===== config.mk =====
export PLATFORM = sky130hd
export DESIGN_NAME = led_matrix_scanner
export DESIGN_NICKNAME = d
export VERILOG_FILES = /design/src/rtl/led_matrix_scanner.sv
export SDC_FILE = /design/constraint.sdc
export NUM_CORES = 1
export LEC_CHECK = 0
export ABC_CLOCK_PERIOD_IN_PS = 6300
export BUFFER_PORTS_ARGS = -buffer_cell sky130_fd_sc_hd__buf_2
export CORE_UTILIZATION = 40
export DETAILED_ROUTE_END_ITERATION = 7
export SYNTH_ARGS = -nofsm -noshare
export SYNTH_HDL_FRONTEND = slang
export SYNTH_SLANG_ARGS = --single-unit

===== constraint.sdc =====
create_clock -name i_clk -period 6.3 [get_ports i_clk]
set_clock_uncertainty 0.05 [all_clocks]
set_input_delay 1.26 -clock i_clk [delete_from_list [all_inputs] [get_ports i_clk]]
set_output_delay 1.26 -clock i_clk [all_outputs]
set_load 0.1 [all_outputs]

===== src/rtl/led_matrix_scanner.sv =====
// Multiplexed LED matrix scanner: one row lit per time slot, double-buffered frame
// swapped only at frame boundaries, global PWM brightness, blanking at each row start.
module led_matrix_scanner #(
    parameter int ROWS           = 8,
    parameter int COLS           = 8,
    parameter int ROW_DIV        = 8333,
    parameter int BLANK          = 16,
    parameter int PWM_BITS       = 4,
    parameter int ROW_ACTIVE_LOW = 0,
    parameter int COL_ACTIVE_LOW = 1
) (
    input  logic                   i_clk,
    input  logic                   i_reset,
    input  logic [ROWS*COLS-1:0]   i_data,
    input  logic                   i_load,
    output logic                   o_load_ack,
    input  logic [PWM_BITS-1:0]    i_brightness,
    output logic [ROWS-1:0]        o_rows,
    output logic [COLS-1:0]        o_cols,
    output logic                   o_frame_start
);

    localparam int RW = $clog2(ROWS);
    localparam int SW = $clog2(ROW_DIV);

    localparam logic [RW-1:0]   ROW_LAST   = RW'(ROWS - 1);
    localparam logic [SW-1:0]   SLOT_LAST  = SW'(ROW_DIV - 1);
    localparam logic [SW-1:0]   SLOT_BLANK = SW'(BLANK);
    localparam logic [SW-1:0]   SLOT_PRE   = SW'(BLANK - 1);
    localparam logic [ROWS-1:0] ROWS_IDLE  = {ROWS{ROW_ACTIVE_LOW != 0}};
    localparam logic [COLS-1:0] COLS_IDLE  = {COLS{COL_ACTIVE_LOW != 0}};

    logic [RW-1:0]         row_q, row_d;
    logic [SW-1:0]         slot_q, slot_d;
    logic [PWM_BITS-1:0]   pwm_q, pwm_d;
    logic [PWM_BITS-1:0]   bright_q, bright_d;
    logic [ROWS*COLS-1:0]  disp_q, disp_d;
    logic [ROWS*COLS-1:0]  pend_q, pend_d;
    logic                  flag_q, flag_d;
    logic [ROWS-1:0]       rows_q, rows_d;
    logic [COLS-1:0]       cols_q, cols_d;
    logic                  ack_q, ack_d;
    logic                  frame_start_q, frame_start_d;

    logic                  row_wrap;
    logic                  frame_wrap;
    logic [ROWS-1:0]       row_onehot;
    logic [COLS-1:0]       row_pixels;

    always_comb begin
        row_wrap   = (slot_q == SLOT_LAST);
        frame_wrap = row_wrap && (row_q == ROW_LAST);

        slot_d = row_wrap ? '0 : slot_q + SW'(1);
        row_d  = row_q;
        if (row_wrap) begin
            row_d = (row_q == ROW_LAST) ? '0 : row_q + RW'(1);
        end
        // PWM phase restarts so that pwm_q is zero on the first lit cycle of every slot.
        pwm_d = (slot_q == SLOT_PRE) ? '0 : pwm_q + PWM_BITS'(1);

        disp_d   = disp_q;
        pend_d   = pend_q;
        flag_d   = flag_q;
        bright_d = bright_q;
        if (frame_wrap) begin
            bright_d = i_brightness;
            if (flag_q) begin
                disp_d = pend_q;
                flag_d = 1'b0;
            end
        end
        // A load on the boundary cycle itself is kept for the following frame.
        if (i_load) begin
            pend_d = i_data;
            flag_d = 1'b1;
        end

        row_onehot = '0;
        row_pixels = '0;
        for (int r = 0; r < ROWS; r++) begin
            if (row_q == RW'(r)) begin
                row_onehot[r] = 1'b1;
                row_pixels    = disp_q[r*COLS +: COLS];
            end
        end

        if (slot_q < SLOT_BLANK) begin
            rows_d = ROWS_IDLE;
            cols_d = COLS_IDLE;
        end else begin
            rows_d = row_onehot ^ ROWS_IDLE;
            cols_d = ((pwm_q < bright_q) ? row_pixels : '0) ^ COLS_IDLE;
        end

        ack_d         = i_load;
        frame_start_d = (row_q == '0) && (slot_q == '0);
    end

    // NOTE: state updates use non-blocking assignments so every flop samples pre-edge values.
    always_ff @(posedge i_clk) begin
        if (i_reset) begin
            row_q         <= '0;
            slot_q        <= '0;
            pwm_q         <= '0;
            bright_q      <= '0;
            // NOTE: frame buffers are reset so a reset always restarts with a dark display.
            disp_q        <= '0;
            pend_q        <= '0;
            flag_q        <= 1'b0;
            rows_q        <= ROWS_IDLE;
            cols_q        <= COLS_IDLE;
            ack_q         <= 1'b0;
            frame_start_q <= 1'b0;
        end else begin
            row_q         <= row_d;
            slot_q        <= slot_d;
            pwm_q         <= pwm_d;
            bright_q      <= bright_d;
            disp_q        <= disp_d;
            pend_q        <= pend_d;
            flag_q        <= flag_d;
            rows_q        <= rows_d;
            cols_q        <= cols_d;
            ack_q         <= ack_d;
            frame_start_q <= frame_start_d;
        end
    end

    assign o_rows        = rows_q;
    assign o_cols        = cols_q;
    assign o_load_ack    = ack_q;
    assign o_frame_start = frame_start_q;

endmodule


==> impl_metrics.yaml, run 1 <==
clock_network:
  cts_resized: 0
  clk_pin_slew_worst_paths_ns: 0.07
  cts_setup_buffers: 0
  clock-sinks: 172
  numCtsBuffers: 17
  cts_tree: "done"
  cts_root_buf: "clkbuf_16"
  postCtsHoldBufs: 0
  cts_buffer_depth: 2
  clkLatencyLatePin_ns: 0.44
  htree_num_levels: 4
power_and_ir_drop:
  power_switching_uw: 543
  pwr-share-seq: 0.500
  fin_total_pwr_uw: 2270
  combPwrFrac: 0.047
  p_leak_uw: 0.00317
  p_per_area_mw_per_mm2: 289
  ir_worst_vdd_v: 0.000196
  p_sw_frac: 0.239
  p_clk_frac: 0.453
  p_int_uw: 1720
die:
  dieWidth_um: 132
  num_rows: 47
  die_height_um: 132
  ios: 89
  initial_core_util: 0.409
  dieArea_mm2: 0.0175
  core_area_mm2: 0.0166
timing:
  tns_ns: 0
  maxSlewViolCount: 0
  final_hold_viol_count: 0
  setup_slack_ns: 3.27
  worstMarginPinSlew_ns: 1.19
  timing.hold.ws_ns: 0.398
  min_period_ns: 3.03
  layout_worst_path_cycle_share: 0.480
  fmax_mhz: 330
  finalSetupViolations: 0
  rsz0062_at_grt: "no"
  relSlewSlack: 0.208
drt:
  viasPerCell: 4.91
  drt_iter0_drc: 278
  num_vias: 5114
  dr.pass1.iters: 4
  wl_per_cell_um: 14.2
  wirelength_um: 14800
  postRouteAntennaNets: 0
  remaining_drc_errors: 0
place:
  io_buffers: 88
  dpl.hpwl_um: 9830
  pre_cts_ws_ns: 3.14
  gp_congestion: 0.754
layout:
  antenna_cells: 0
  fin_nets: 892
  final_util: 0.473
  drive_gt1_frac: 0.162
  syn2layout_area_growth_pct: 15.8
  fillers: 1681
synthesis:
  synth_area_mm2: 0.00678
  synth_warnings: 0
  synthDistinctLibCells: 34
  synth_area_per_cell_um2: 9.04
  synth.largest_area_cell: "dfxtp_1"
  synthesis.nets: 833
  post-synth-top-count-cell: "dfxtp_1"
  synth_commonest_cells: "172 x dfxtp_1, 133 x nand2_1, 97 x nor2_1"
  netlist.area_leader.share: 0.508
  async_flop_share: 0
  synth_seq_area_share: 0.508
  synth_flop_cell: "dfxtp_1"
  syn_inst: 750
  synth.area.top_cells: "dfxtp_1 51%, mux2i_1 11%, nand2_1 7.4%"
  synth_seq_cells: 172
  synth-edff-count: 0
critical_path:
  required_ns: 6.61
  crit_path_end_kind: "register"
  crit_start: "row_q[2]"
  startpoint_type: "register"
  r2r-start: "row_q[2]"
  arrival_ns: 3.33
  crit_type: "reg -> reg"
  worstPathMaxFanout: 64
grt:
  grtUsageMet2: 0.258
  busiest_layer: "met1"
  grt_pass1_wl_um: 25100
  overflow: 0
  grt_util_met3: 0.0361
  grt_util_met1: 0.262
  antenna_found_initial: 0
  grt_max_degree: 79
  grt_pass1_vias: 4919
  track_usage: 0.182
hold_path:
  min_from: "disp_q[21]"
  hp-class: "reg -> reg"
run:
  max_cap_violations: 0
run_status:
  status: "completed"
==> cells in the final DEF (no fill, tap or decap), drive strengths merged, types with 12 or more instances in the layout <==
cell type / Yosys / routed
a221oi: 16 / 16
clkbuf: 34 / 18
a22oi: 16 / 16
dfxtp: 172 / 172
buf: 17 / 91
a21oi: 77 / 77
inv: 13 / 22
nand2: 133 / 133
mux2i: 76 / 76
ha: 12 / 12
nor2: 97 / 97
nand2b: 18 / 18
==> layout make-up <==
| cell class | count | area [um^2] | share of cell area |
|---|---|---|---|
| clock buffers | 18 | 429 | 0.0547 |
| multi-input cells | 514 | 3040 | 0.387 |
| clock inverters | 14 | 149 | 0.0190 |
| inverters | 13 | 48.8 | 0.00622 |
| well taps | 220 | 275 | 0.0351 |
| repair buffers | 91 | 468 | 0.0596 |
| flip-flops and latches | 172 | 3440 | 0.439 |
==> metal layers <==
metal | share of wire | up-vias | wire length, um
met5 | 0 | - | 0
met4 | 0.017 | 0 | 259
met3 | 0.041 | 19 | 610
met2 | 0.43 | 103 | 6340
met1 | 0.51 | 2342 | 7590
li1 | - | 2650 | -
==> through the flow <==
step	cells	area, um^2
2_1_floorplan	750	6780
3_3_place_gp	1010	7270
3_5_place_dp	1010	7270
4_1_cts	1042	7850
5_1_grt	1042	7850
6_report	1042	7850
==> registers in the layout, indices dropped and copies added (netlist names) <==
register       cells
pend_q            64
row_q              3
disp_q            64
bright_q           4
o_load_ack         1
flag_q             1
o_rows             8
o_frame_start      1
slot_q            14
pwm_q              4
o_cols             8
==> cell families (layout without fill, tap and decap cells) <==
kind of cell             Yosys count  count (layout)  share of synthesized area
AND/OR/NAND/NOR                  290             290                      0.188
flip-flops                       172             172                      0.508
AO/OA/AOI/OAI                    122             122                      0.108
multiplexers                      76              76                      0.112
buffers and inverters             64             136                     0.0447
XOR/XNOR                          14              14                     0.0181
adder cells (fa/ha/maj)           12              12                     0.0221
==> final timing paths <==
| kind | endpoint | slack [ns] | cells after the start |
|---|---|---|---|
| setup / recovery | disp_q[18] | 3.27 | 4 |
| hold / removal | disp_q[21] | 0.40 | 2 |
| setup reg to reg | disp_q[18] | 3.27 | 4 |
| hold reg to reg | disp_q[21] | 0.40 | 2 |
==> critical path, cell delays in order (launching register included) <==
cell,delay [ns]
dfxtp_1,0.69
ha_1,0.72
and3_2,1.11
nand2_1,0.15
a21oi_1,0.18
==> power by group through the flow <==
stage / registers, uW / logic [uW] / clock network (uW)
final: 1130 / 107 / 1030
after floorplan: 1160 / 66.6 / 0
after global routing: 1140 / 121 / 1100
after global placement: 1160 / 107 / 0
after CTS: 1130 / 108 / 1050
after detailed placement: 1160 / 108 / 0
Note: power is estimated with default switching activity, not from simulation.
==> run 2: changes to the inputs <==
Settings changed: ABC_CLOCK_PERIOD_IN_PS 6300 to 2600.
Clock period 6.3 ns to 2.6 ns, I/O delays scaled along.
==> run 2 against run 1 <==
Fmax increased by 41%. Power increased by 140%. Global-route usage barely moved. Routed wire length up 2.2%. Final cell count is 1.2% higher. Critical path depth rose by 3. Sequential share of layout area shrank 0.53 points. Core utilization grew 0.58 points. Count of clock-buffer cells in the layout increased by 1. Design area grew 1.2%. First-iteration DRC count is 24% higher. Via count up 0.57%. Critical path type unchanged.
==> impl_metrics.yaml, run 2 (same netlist as run 1, synthesis figures left out) <==
die:
  dieArea_mm2: 0.0175
  num_rows: 47
  dieWidth_um: 132
  die_height_um: 132
  initial_core_util: 0.409
  core_area_mm2: 0.0166
  ios: 89
place:
  placed_area_mm2: 0.00737
  gp_congestion: 0.842
  placedCellCount: 1022
  io_buffers: 88
  pre_cts_ws_ns: 0.506
  dpl.hpwl_um: 10200
grt:
  track_usage: 0.182
  grt_pass1_vias: 4881
  grt_max_degree: 79
  overflow: 0
  grt_pass1_wl_um: 25200
  antenna_found_initial: 0
timing:
  worstMarginPinSlew_ns: 0.785
  finalSetupViolations: 0
  relSlewSlack: 0.471
  fmax_mhz: 466
  rsz0062_at_grt: "no"
  final_hold_viol_count: 0
  min_period_ns: 2.15
  maxSlewViolCount: 0
  layout_worst_path_cycle_share: 0.826
  tns_ns: 0
  setup_slack_ns: 0.454
hold_path:
  hold_path_depth: 3
  hp-class: "in -> reg"
layout:
  fin_nets: 904
  fillers: 1659
  fin_area_mm2: 0.00795
  largestRegisters: "disp_q (64), pend_q (64), slot_q (14)"
  layout_common_cells: "172 x dfxtp_1, 133 x nand2_1, 97 x nor2_1, 86 x buf_2, 77 x a21oi_1"
  syn2layout_area_growth_pct: 17.2
  drive_gt1_frac: 0.175
  multi_input_area_mm2: 0.00304
  mostFrequentLayoutCell: "dfxtp_1"
  antenna_cells: 0
  stdcell_count: 1054
  final-seq-area_mm2: 0.00344
clock_network:
  cts_tree: "done"
  numCtsBuffers: 17
  postCtsHoldBufs: 0
  clkLatencyLatePin_ns: 0.43
  cts_buffer_depth: 2
  cts_setup_buffers: 0
  clk_pin_slew_worst_paths_ns: 0.06
  htree_num_levels: 4
  cts_resized: 0
  cts_root_buf: "clkbuf_16"
  clock-sinks: 172
power_and_ir_drop:
  fin_total_pwr_uw: 5430
  p_leak_uw: 0.00324
  p_per_area_mw_per_mm2: 684
  ir_worst_vdd_v: 0.000475
critical_path:
  arrival_ns: 2.46
  worstPathMaxFanout: 8
  cp_slowest_cell: "a221oi_1"
  crit_path_end_kind: "register"
  crit_type: "reg -> reg"
  path_common_cell: "ha_1"
  startpoint_type: "register"
  worst_path_largest_cell_delay_ns: 0.43
  worstPathCellList: "ha_1 -> ha_1 -> or2_2 -> a221oi_1 -> o22ai_1 -> a22oi_1 -> or2_1"
  r2r_cells: 7
  required_ns: 2.91
drt:
  postRouteAntennaNets: 0
  dr.pass1.iters: 5
  viasPerCell: 4.88
  remaining_drc_errors: 0
  wirelength_um: 15100
  wl_per_cell_um: 14.4
  num_vias: 5143
  drt_iter0_drc: 345
run_status:
  status: "completed"
run:
  max_cap_violations: 0
==> run 2: critical path, delay by kind of cell (launching register included) <==
| family | cells | cell delay, ns |
|---|---|---|
| and+or+nand+nor | 2 | 0.48 |
| adders and majority gates | 2 | 0.46 |
| AOI/OAI and AO/OA | 3 | 0.75 |
| DFF | 1 | 0.33 |
==> run 2: path summary, 6_finish.rpt <==
path         startpoint         end  slack [ns]
max            row_q[0]   o_cols[4]        0.45
min          i_data[15]  pend_q[15]        0.28
max reg2reg    row_q[0]   o_cols[4]        0.45
min reg2reg  disp_q[41]  disp_q[41]        0.40
==> run 2: power by group <==
group / internal, uW / total, uW / switching [uW]
Combinational: 120 / 260 / 140
Clock: 1370 / 2420 / 1050
Sequential: 2710 / 2750 / 44.2
Total: 4200 / 5430 / 1240
==> run 2: cell type report <==
class / count / share of cell area
repair buffers: 103 / 0.0718
inverters: 13 / 0.00614
flip-flops and latches: 172 / 0.433
clock inverters: 13 / 0.0150
multi-input cells: 514 / 0.382
clock buffers: 19 / 0.0570
well taps: 220 / 0.0346
==> run 2: per-stage QoR <==
step | hold WS (ns) | util
6_report | 0.276 | 0.479
5_1_grt | 0.273 | 0.479
4_1_cts | 0.259 | 0.479
3_5_place_dp | 0.394 | 0.445
3_3_place_gp | 0.388 | 0.445
2_1_floorplan | 0.375 | -
==> run 2: per-layer routing <==
| metal | global-route usage | vias up | part of all wire |
|---|---|---|---|
| met3 | 0.0377 | 4 | 0.045 |
| met5 | 0 | - | 0 |
| met4 | 0.0702 | 0 | 0.0059 |
| met1 | 0.262 | 2347 | 0.52 |
| met2 | 0.265 | 119 | 0.43 |
| li1 | - | 2673 | - |
==> run 3: changes to the inputs <==
Settings changed: ABC_CLOCK_PERIOD_IN_PS 2600 to 1800.
Clock period 2.6 ns to 1.8 ns, I/O delays scaled along.
==> run 3 against run 2 <==
Sequential share of layout area is 4.0 points lower. The run now ends with setup timing left. Flip-flop and latch count stayed put. Critical path depth is 2 higher. Final cell count is 3.2% higher. Critical endpoint is now disp_q[6]. First-iteration DRC count is 15% lower. Core utilization is 5.2 points higher. Count of clock-buffer cells in the layout stayed put. Fmax is 15% higher. Non-clock buffer count is 34 higher. Die area stayed put.
==> impl_metrics.yaml, run 3 (same netlist as run 1, synthesis figures left out) <==
timing:
  final_hold_viol_count: 0
  finalSetupViolations: 40
  relSlewSlack: 0.519
  min_period_ns: 1.87
  rsz0062_at_grt: "yes"
  worstMarginPinSlew_ns: 0.722
  tns_ns: -0.789
  setup_slack_ns: -0.0684
  fmax_mhz: 535
  maxSlewViolCount: 0
  layout_worst_path_cycle_share: 1.04
die:
  dieWidth_um: 132
  num_rows: 47
  die_height_um: 132
  dieArea_mm2: 0.0175
  ios: 89
  initial_core_util: 0.409
  core_area_mm2: 0.0166
critical_path:
  critPathBufInv: 3
  startpoint_type: "register"
  cp_slowest_cell: "dfxtp_1"
  path_common_cell: "and4_4"
  worstPathCellList: "inv_1 -> ha_4 -> and4_4 -> and4_4 -> and3_4 -> buf_12 -> clkbuf_16 -> nand2_2 -> a21oi_1"
  cp_top_family: "simple AND/OR/NAND/NOR gates"
  worstPathMaxFanout: 7
  required_ns: 2.10
  worst_path_largest_cell_delay_ns: 0.31
  crit_type: "reg -> reg"
  arrival_ns: 2.17
  crit_path_end_kind: "register"
layout:
  syn2layout_area_growth_pct: 29.8
  multi_input_area_mm2: 0.00343
  final_util: 0.531
  largestRegisters: "disp_q (64), pend_q (64), slot_q (14)"
  antenna_cells: 0
  fin_nets: 938
  mostFrequentLayoutCell: "dfxtp_1"
  fillers: 1542
  drive_gt1_frac: 0.285
  final-seq-area_mm2: 0.00346
  stdcell_count: 1088
  layout_common_cells: "164 x dfxtp_1, 117 x nand2_1, 96 x nor2_1, 86 x buf_2, 76 x mux2i_1"
grt:
  track_usage: 0.186
  grt_max_degree: 141
  grt_pass1_wl_um: 25700
  overflow: 0
  grt_pass1_vias: 5063
  antenna_found_initial: 0
place:
  dpl.hpwl_um: 10700
  pre_cts_ws_ns: -0.122
  io_buffers: 88
  placedCellCount: 1045
  gp_congestion: 0.835
run_status:
  violations: "setup timing"
  status: "finished, violations left"
drt:
  dr.pass1.iters: 4
  postRouteAntennaNets: 0
  drt_iter0_drc: 293
  wirelength_um: 16500
  wl_per_cell_um: 15.1
  viasPerCell: 4.95
  remaining_drc_errors: 0
  num_vias: 5382
clock_network:
  cts_tree: "done"
  cts_root_buf: "clkbuf_16"
  clock-sinks: 172
  postCtsHoldBufs: 0
  htree_num_levels: 4
  numCtsBuffers: 17
  clkLatencyLatePin_ns: 0.43
  clk_pin_slew_worst_paths_ns: 0.07
  cts_buffer_depth: 2
power_and_ir_drop:
  p_per_area_mw_per_mm2: 887
  ir_worst_vdd_v: 0.000649
  p_leak_uw: 0.00356
  fin_total_pwr_uw: 7810
run:
  max_cap_violations: 0
hold_path:
  hp-class: "in -> reg"
[run 3: cell types whose count changed in the layout (fill, tap and decap cells not counted), moves of 9 or more]
| cell | change |
|---|---|
| buf_4 | +17 |
| nand2_1 | -16 |
| nand2_2 | +13 |
| a21oi_1 | -11 |
| a21oi_2 | +11 |
| buf_12 | +9 |
[run 3: worst paths after layout]
kind,startpoint,end,slack (ns),cells past startpoint
max,slot_q[1],disp_q[6],-0.07,9
min,i_data[36],pend_q[36],0.11,3
max reg2reg,slot_q[1],disp_q[6],-0.07,9
min reg2reg,pend_q[45],disp_q[45],0.40,2
[run 3: report_power, final]
group / leakage [uW] / total, uW / switching, uW / internal, uW
Clock: 0.000267 / 3430 / 1590 / 1830
Combinational: 0.00189 / 409 / 218 / 191
Sequential: 0.00140 / 3970 / 66.6 / 3900
Total: 0.00356 / 7810 / 1880 / 5930
[run 3: per-layer routing]
metal  vias to the layer above  part of all wire  global-route usage  wire length, um
li1                       2740                 -                   -                -
met1                      2514              0.50               0.260             8260
met2                       107              0.45               0.276             7330
met3                        21             0.034              0.0396              565
met4                         0             0.018              0.0773              303
met5                         -                 0                   0                0
[run 3: worst min-delay path, delay by kind of cell]
kind / cells / cell delay (ns)
mux: 1 / 0.05
simple gates: 1 / 0.07
buf+inv: 1 / 0.07
[run 3: layout make-up]
cell class,instances,area share
Sequential cell,172,0.393
Multi-Input combinational cell,514,0.390
Timing Repair Buffer,137,0.118
Clock buffer,19,0.0503
Tap cell,220,0.0313
Clock inverter,13,0.0125
Inverter,13,0.00554
[run 3: what timing repair did]
action | in CTS | in global routing
gates resized for setup | 17 | 60
gates cloned | 0 | 6
endpoints found under the setup margin | 72 | 74
pin swaps | 4 | 50
buffers inserted | 0 | 5
[run 3: stage by stage]
stage | cell area [um^2] | hold WS, ns
final | 8800 | 0.107
after global routing | 8800 | 0.109
after CTS | 8370 | 0.0949
after detailed placement | 7730 | 0.396
after global placement | 7730 | 0.385
after floorplan | 6910 | 0.375
